## src/rtl/burst_receiver_if.sv

```systemverilog
// ============================================================================
// Module      : burst_receiver_if
// Description : Pulse-train input and burst-report outputs of burst_receiver.
// Revision    : 1.0 - initial release
// ============================================================================
`default_nettype none

interface burst_receiver_if #(
  parameter int CNT_W = 8
);
  logic             burstIn;
  logic [CNT_W-1:0] count;
  logic             countValid;
  logic             overflow;
  logic             busy;

  // Pulse source / report consumer side
  modport master (
    output burstIn,
    input  count,
    input  countValid,
    input  overflow,
    input  busy
  );

  // Receiver side
  modport slave (
    input  burstIn,
    output count,
    output countValid,
    output overflow,
    output busy
  );
endinterface

`default_nettype wire

```

## src/rtl/burst_receiver.sv

```systemverilog
// ============================================================================
// Module      : burst_receiver
// Description : Counts rising edges of a pulse burst; reports after idle gap.
// Revision    : 1.0 - initial release
// ============================================================================
`default_nettype none

module burst_receiver #(
  parameter int CNT_W       = 8,
  parameter int IDLE_CYCLES = 64,
  parameter int GAP_W       = 7
) (
  input  wire logic        clk,
  input  wire logic        reset,
  burst_receiver_if.slave  bus
);

  localparam logic [1:0]       C_IDLE     = 2'd0;
  localparam logic [1:0]       C_COUNT    = 2'd1;
  localparam logic [1:0]       C_DONE     = 2'd2;
  localparam logic [GAP_W-1:0] C_GAP_LAST = GAP_W'(IDLE_CYCLES - 1);

  logic [1:0]       r_state;
  logic             r_s1;
  logic             r_s2;
  logic             r_prev;
  logic [CNT_W-1:0] r_pulse_cnt;
  logic [GAP_W-1:0] r_gap_cnt;
  logic             r_ovf;
  logic [CNT_W-1:0] r_count;
  logic             r_overflow;
  logic             w_rise;

  assign w_rise = r_s2 & ~r_prev;

  always_ff @(posedge clk) begin
    if (reset) begin
      r_state     <= C_IDLE;
      r_s1        <= 1'b0;
      r_s2        <= 1'b0;
      r_prev      <= 1'b0;
      r_pulse_cnt <= '0;
      r_gap_cnt   <= '0;
      r_ovf       <= 1'b0;
      r_count     <= '0;
      r_overflow  <= 1'b0;
    end else begin
      r_s1   <= bus.burstIn;
      r_s2   <= r_s1;
      r_prev <= r_s2;
      case (r_state)
        // A rise in DONE starts the next burst immediately so no edge is lost
        C_IDLE, C_DONE: begin
          if (w_rise) begin
            r_state     <= C_COUNT;
            r_pulse_cnt <= CNT_W'(1);
            r_gap_cnt   <= '0;
            r_ovf       <= 1'b0;
          end else begin
            r_state <= C_IDLE;
          end
        end
        C_COUNT: begin
          if (w_rise) begin
            r_gap_cnt <= '0;
            if (&r_pulse_cnt) begin
              r_ovf <= 1'b1;
            end else begin
              r_pulse_cnt <= r_pulse_cnt + CNT_W'(1);
            end
          end else if (r_gap_cnt == C_GAP_LAST) begin
            r_state    <= C_DONE;
            r_count    <= r_pulse_cnt;
            r_overflow <= r_ovf;
          end else begin
            r_gap_cnt <= r_gap_cnt + GAP_W'(1);
          end
        end
        default: r_state <= C_IDLE;
      endcase
    end
  end

  assign bus.count      = r_count;
  assign bus.overflow   = r_overflow;
  assign bus.countValid = (r_state == C_DONE);
  assign bus.busy       = (r_state == C_COUNT);

endmodule

`default_nettype wire

```

## src/flat_wrapper.sv

```systemverilog
// flat-port wrapper written by rule: the top's interface ports become plain ports
module burst_receiver_flat 
#(
  parameter int CNT_W       = 8,
  parameter int IDLE_CYCLES = 64,
  parameter int GAP_W       = 7
)
  (clk, reset, bus_burstIn, bus_count, bus_countValid, bus_overflow, bus_busy);
  burst_receiver_if #(.CNT_W(CNT_W)) bus_i ();
  input  wire logic clk;
  input  wire logic reset;
  input wire logic [$bits(bus_i.burstIn)-1:0] bus_burstIn;
  output wire logic [$bits(bus_i.count)-1:0] bus_count;
  output wire logic [$bits(bus_i.countValid)-1:0] bus_countValid;
  output wire logic [$bits(bus_i.overflow)-1:0] bus_overflow;
  output wire logic [$bits(bus_i.busy)-1:0] bus_busy;
  assign bus_i.burstIn = bus_burstIn;
  assign bus_count = bus_i.count;
  assign bus_countValid = bus_i.countValid;
  assign bus_overflow = bus_i.overflow;
  assign bus_busy = bus_i.busy;
  burst_receiver #(.CNT_W(CNT_W), .IDLE_CYCLES(IDLE_CYCLES), .GAP_W(GAP_W)) u_core (.clk(clk), .reset(reset), .bus(bus_i));
endmodule
```

## config.mk

```make
export PLATFORM = sky130hd
export DESIGN_NAME = burst_receiver_flat
export DESIGN_NICKNAME = d
export VERILOG_FILES = /design/src/rtl/burst_receiver_if.sv /design/src/rtl/burst_receiver.sv /design/src/flat_wrapper.sv
export SDC_FILE = /design/constraint.sdc
export NUM_CORES = 1
export LEC_CHECK = 0
export ABC_AREA = 1
export CORE_ASPECT_RATIO = 1.5
export CORE_UTILIZATION = 35
export CTS_CLUSTER_DIAMETER = 200
export CTS_CLUSTER_SIZE = 28
export DETAILED_ROUTE_END_ITERATION = 8
export PLACE_DENSITY_LB_ADDON = 0.1
export SLEW_MARGIN = 10
export SYNTH_ARGS = -nofsm -noshare
export SYNTH_HDL_FRONTEND = slang
export SYNTH_SLANG_ARGS = --single-unit
export TNS_END_PERCENT = 30
```

## constraint.sdc

```tcl
create_clock -name clk -period 1.45 [get_ports clk]
set_clock_uncertainty 0.1 [all_clocks]
set_input_delay 0.29 -clock clk [delete_from_list [all_inputs] [get_ports clk]]
set_output_delay 0.29 -clock clk [all_outputs]
set_load 0.05 [all_outputs]
```

==> results of run 1 <==
==> layout by cell type, fill, tap and decap left out, types with 2 or more instances in the layout <==
cell type and n:
a21oi_1 11, a21oi_2 6, buf_12 12, buf_4 24, buf_6 4, clkbuf_8 6, clkdlybuf4s50_1 2, dfxtp_1 24
dfxtp_2 6, inv_1 25, inv_2 3, nand2_1 40, nand2_2 4, nand2_4 3, nand3_1 7, nand4_1 4
nor2_1 29, nor2_2 2, nor2_4 6, o21ai_0 4, o21ai_1 6, o21ai_2 7
==> per-stage QoR <==
step,worst slack (ps),hold WS (ps),util [%]
finish,1.91,313,57.6
CTS,-1.17,316,54.7
global placement,-5.72,298,49.2
detailed placement,-48.7,306,49.2
floorplan,10.0,288,-
global route,-95.5,339,57.6
==> Yosys cell counts <==
cell	count	area share, %
nand3_1	7	2.5
nor3_1	1	0.36
nor2_1	33	9.0
nand2_2	3	1.4
nand2_4	1	0.81
nand3_2	2	1.4
inv_2	2	0.54
inv_1	27	7.3
o21ai_0	14	5.1
a21oi_2	2	1.3
or2_2	1	0.45
nor2_2	1	0.45
dfxtp_1	30	43
inv_4	1	0.45
clkbuf_1	2	0.54
nand2_1	43	12
buf_6	1	0.81
nor2_4	3	2.4
o21ai_1	3	1.1
nand4_1	4	1.8
ha_1	2	1.8
a21oi_1	15	5.4
==> state kept, by name (all words and copies together), names as in the netlist <==
signal / cells
u_core.bus.count: 8
u_core.r_pulse_cnt: 8
u_core.r_gap_cnt: 7
u_core.r_state: 2
u_core.bus.overflow: 1
u_core.r_ovf: 1
u_core.r_prev: 1
u_core.r_s1: 1
u_core.r_s2: 1
==> routing by layer <==
metal / vias to the layer above / global-route usage, % / share of wire (%) / routed length (µm)
met3: 13 / 5.36 / 3.7 / 140
met4: 0 / 11.8 / 4.3 / 163
met5: - / 0 / 0 / 0
met1: 650 / 21.7 / 38 / 1440
met2: 36 / 34.6 / 54 / 2030
li1: 714 / - / - / -
==> cells by family after synthesis <==
kind of cell	after synthesis	synth area share, %
simple gates	99	32.3
compound gates	34	12.8
buf+inv	33	9.68
flops	30	43.4
fa+ha+maj	2	1.81
==> area by class of cell <==
cell class	instances	area, µm²	area share [%]
clock inverter	1	5.00	0.234
multi-input combinational	135	756	35.3
timing repair buffer	43	510	23.9
inverter	30	120	5.61
tap	43	53.8	2.51
sequential	30	608	28.4
clock buffer	7	86.3	4.04
==> path summary, 6_finish.rpt <==
path	startpoint	end	slack (ps)	cells after the start
hold reg to reg	u_core.r_s1	u_core.r_s2	310	2
setup / recovery	u_core.r_gap_cnt[0]	u_core.bus.count[1]	2	8
hold / removal	u_core.r_s1	u_core.r_s2	310	2
setup reg to reg	u_core.r_gap_cnt[0]	u_core.bus.count[1]	2	8
==> worst max-delay path, cell delays in order (launching register included) <==
cell and delay [ps]:
dfxtp_2 360, ha_4 160, nand2_4 60, nor2_4 110, nand2_2 70, nor2_4 190
clkbuf_16 200, o21ai_1 60, nor2_1 80
==> power by group through the flow <==
stage	Sequential, W	Combinational, W	Clock (W)
3_3_place_gp	0.000864	0.000139	0
4_1_cts	0.000848	0.000158	0.000719
6_report	0.000849	0.000174	0.000694
2_1_floorplan	0.000864	0.0000773	0
5_1_grt	0.000850	0.000190	0.000749
3_5_place_dp	0.000865	0.000138	0
==> repair_timing <==
item | CTS | global route
pin swaps | 4 | 11
gates resized for setup | 22 | 31
endpoints found under the setup margin | 17 | 26
setup buffers | 5 | 3
gates cloned | 1 | 0
==> impl_metrics.env, run 1 <==
export IMPL_viasPerCell=4.89
export IMPL_setup_tns_ps=0
export IMPL_switching_share_pct=24.4
export IMPL_die_area_mm2=0.00421
export IMPL_slew_viol_final=0
export IMPL_total_leakage_power_nw=0.896
export IMPL_drc=0
export IMPL_power_net_switching_w=0.000419
export IMPL_cts_sinks=30
export IMPL_peakVddDrop_mv=0.693
export IMPL_critPathCaptureType="register"
export IMPL_cp_arrival_ps=1570
export IMPL_rsz0062_at_grt="true"
export IMPL_wl_per_cell_um=13.1
export IMPL_syn_inst=198
export IMPL_die_y_um=79.0
export IMPL_num_io_pins=14
export IMPL_antenna_found_initial=0
export IMPL_ctsHoldBuffers=0
export IMPL_grt_max_degree=13
export IMPL_comb_power_share_pct=10.1
export IMPL_dr_first_iter_drc_count=20
export IMPL_synth_seq_area_share_pct=43.4
export IMPL_maxCapViolCount=0
export IMPL_areaGrowthSynthToFinish_pct=54.6
export IMPL_core_area_mm2=0.00372
export IMPL_syn_area_per_cell_um2=6.99
export IMPL_required_ps=1570
export IMPL_port_buffers=13
export IMPL_cts_tree="built"
export IMPL_maxSlewHeadroom_pct=84.6
export IMPL_track_usage_pct=20.4
export IMPL_start_util_pct=37.2
export IMPL_grt_pass1_wl_mm=6.20
export IMPL_fmax_mhz=691
export IMPL_cts_buffers=5
export IMPL_gp_congestion=0.870
export IMPL_routed_wl_mm=3.78
export IMPL_clock_latency_ps=280
export IMPL_cts_root_buf="clkbuf_8"
export IMPL_place_area_mm2=0.00183
export IMPL_cp_start_kind="register"
export IMPL_synth_fp_nets=203
export IMPL_p_seq_share_pct=49.5
export IMPL_p_int_w=0.00130
export IMPL_status="complete, no violations"
export IMPL_finalSetupViolations=0
export IMPL_hold_class="register to register"
export IMPL_drive_gt1_share_pct=37.4
export IMPL_fill_cells=359
export IMPL_die_width_um=53.3
export IMPL_nNetsFinal=250
export IMPL_cts_clk_slew_worst_paths_ps=60
export IMPL_finalNonFillerCells=289
export IMPL_vias=1413
export IMPL_clockBufferDepth=2
export IMPL_ant_nets=0
export IMPL_powerDensity_mw_per_mm2=802
export IMPL_timing_final_crit_share_pct=99.9
export IMPL_p_total_w=0.00172
export IMPL_hold_viol=0
export IMPL_dp_hpwl_mm=2.56
export IMPL_finish_instance_area_mm2=0.00214
export IMPL_ys_types=22
export IMPL_first_pass_iters=4
export IMPL_syn_area_mm2=0.00138
export IMPL_cp_max_fo=8
export IMPL_cts_htree_levels=2
export IMPL_overflow=0
export IMPL_ys_warnings_count=0
export IMPL_numPlacedInstances=272
export IMPL_clkPwrFrac_pct=40.4
export IMPL_critPathKind="register to register"
export IMPL_num_antenna_cells=0
export IMPL_worstMarginPinSlew_ps=229
export IMPL_synth_seq_cells=30
export IMPL_final_min_clock_period_ps=1450
export IMPL_core_rowCount=27
export IMPL_grt_pass1_vias=1441
Power figures use the tool's default switching activity.
==> run 2, diff against run 1 <==
Settings changed: CTS_CLUSTER_DIAMETER 200 to 120, RECOVER_POWER from default to 25.
==> impl_metrics.env, run 2 (same netlist as run 1, synthesis figures left out) <==
export IMPL_p_seq_share_pct=49.5
export IMPL_dp_hpwl_mm=2.56
export IMPL_p_int_w=0.00130
export IMPL_cts_buffers=5
export IMPL_antenna_found_initial=0
export IMPL_start_util_pct=37.2
export IMPL_maxCapViolCount=0
export IMPL_fin_ws_ps=1.22
export IMPL_ant_nets=0
export IMPL_cp_start_kind="register"
export IMPL_cts_root_buf="clkbuf_8"
export IMPL_nNetsFinal=250
export IMPL_timing_final_crit_share_pct=99.9
export IMPL_peakVddDrop_mv=0.693
export IMPL_clockBufferDepth=2
export IMPL_drive_gt1_share_pct=37.0
export IMPL_grt_max_degree=13
export IMPL_cts_htree_levels=2
export IMPL_holdWs_ps=313
export IMPL_multi_input_area_um2=756
export IMPL_viasPerCell=4.89
export IMPL_critPathKind="register to register"
export IMPL_core_area_mm2=0.00372
export IMPL_port_buffers=13
export IMPL_grt_pass1_vias=1441
export IMPL_maxSlewHeadroom_pct=66.1
export IMPL_final_cell_mix="nand2_1, nor2_1, inv_1, dfxtp_1, buf_4"
export IMPL_cts_tree="built"
export IMPL_drc=0
export IMPL_total_leakage_power_nw=0.892
export IMPL_finalSetupViolations=0
export IMPL_comb_power_share_pct=10.0
export IMPL_final_min_clock_period_ps=1450
export IMPL_core_rowCount=27
export IMPL_fin_util_pct=57.5
export IMPL_areaGrowthSynthToFinish_pct=54.3
export IMPL_pre_cts_ws_ps=-48.7
export IMPL_required_ps=1570
export IMPL_track_usage_pct=20.4
export IMPL_gp_congestion=0.870
export IMPL_dr_first_iter_drc_count=20
export IMPL_die_area_mm2=0.00421
export IMPL_power_net_switching_w=0.000419
export IMPL_status="complete, no violations"
export IMPL_regToRegSetupSlack_ps=1
export IMPL_rsz0062_at_grt="true"
export IMPL_fmax_mhz=690
export IMPL_seq_area_um2=608
export IMPL_cp_arrival_ps=1570
export IMPL_overflow=0
export IMPL_routed_wl_mm=3.78
export IMPL_num_io_pins=14
export IMPL_slew_viol_final=0
export IMPL_finish_instance_area_mm2=0.00214
export IMPL_powerDensity_mw_per_mm2=803
export IMPL_wl_per_cell_um=13.1
export IMPL_place_area_mm2=0.00183
export IMPL_die_y_um=79.0
export IMPL_num_antenna_cells=0
export IMPL_clkPwrFrac_pct=40.5
export IMPL_die_width_um=53.3
export IMPL_hold_class="register to register"
export IMPL_final_common_cell="nand2_1"
export IMPL_cts_clk_slew_worst_paths_ps=60
export IMPL_cts_sinks=30
export IMPL_worstMarginPinSlew_ps=508
export IMPL_grt_pass1_wl_mm=6.20
export IMPL_cp_max_fo=8
export IMPL_vias=1413
export IMPL_switching_share_pct=24.4
export IMPL_hold_viol=0
export IMPL_critPathCaptureType="register"
export IMPL_fill_cells=361
export IMPL_clock_latency_ps=280
export IMPL_ctsHoldBuffers=0
export IMPL_first_pass_iters=4
==> run 2: changes by cell type in the layout (fill, tap and decap cells not counted) <==
cell and change:
dlygate4sd3_1 +1, buf_4 -1, clkbuf_1 +1, clkdlybuf4s50_1 -1
==> run 2: final cells by class <==
| cell class | count | share of cell area (%) |
|---|---|---|
| multi-input cells | 135 | 35.4 |
| flip-flops and latches | 30 | 28.5 |
| repair buffers | 43 | 23.7 |
| inverters | 30 | 5.62 |
| clock buffers | 7 | 4.04 |
| well taps | 43 | 2.52 |
| clock inverters | 1 | 0.234 |
==> run 2: critical path, stage by stage, from the launching register on <==
cell and delay, ps:
dfxtp_2 360, ha_4 160, nand2_4 60, nor2_4 110, nand2_2 70, nor2_4 190
clkbuf_16 200, o21ai_1 60, nor2_1 80
==> run 2: power by group through the flow <==
| stage | combinational [W] | clock (W) | sequential, W |
|---|---|---|---|
| 6_report | 0.000172 | 0.000694 | 0.000849 |
| 2_1_floorplan | 0.0000773 | 0 | 0.000864 |
| 3_5_place_dp | 0.000138 | 0 | 0.000865 |
| 5_1_grt | 0.000188 | 0.000749 | 0.000850 |
| 4_1_cts | 0.000158 | 0.000719 | 0.000848 |
| 3_3_place_gp | 0.000139 | 0 | 0.000864 |
==> run 2: repair_timing <==
item | CTS | global route
pin swaps | 4 | 11
setup buffers | 5 | 3
gates cloned | 1 | 0
gates resized for setup | 22 | 31
setup endpoints to repair | 17 | 26
==> run 2: metal layers <==
metal  global-route usage (%)  vias up  routed length, µm
met3                     5.36       13                137
met4                     11.8        0                163
met1                     21.7      650               1450
met5                        0        -                  0
met2                     34.6       36               2030
li1                         -      714                  -
==> run 2: metrics by stage <==
step,power [W],cells,TNS [ps]
after floorplan,0.000941,198,0
after global placement,0.00100,272,-5.72
after detailed placement,0.00100,272,-336
after CTS,0.00173,286,-1.17
after global routing,0.00179,289,-893
final,0.00172,289,0
==> run 2: path summary, 6_finish.rpt <==
| kind | from | end | cells past startpoint |
|---|---|---|---|
| min reg2reg | u_core.r_s1 | u_core.r_s2 | 2 |
| max | u_core.r_gap_cnt[0] | u_core.bus.count[1] | 8 |
| min | u_core.r_s1 | u_core.r_s2 | 2 |
| max reg2reg | u_core.r_gap_cnt[0] | u_core.bus.count[1] | 8 |
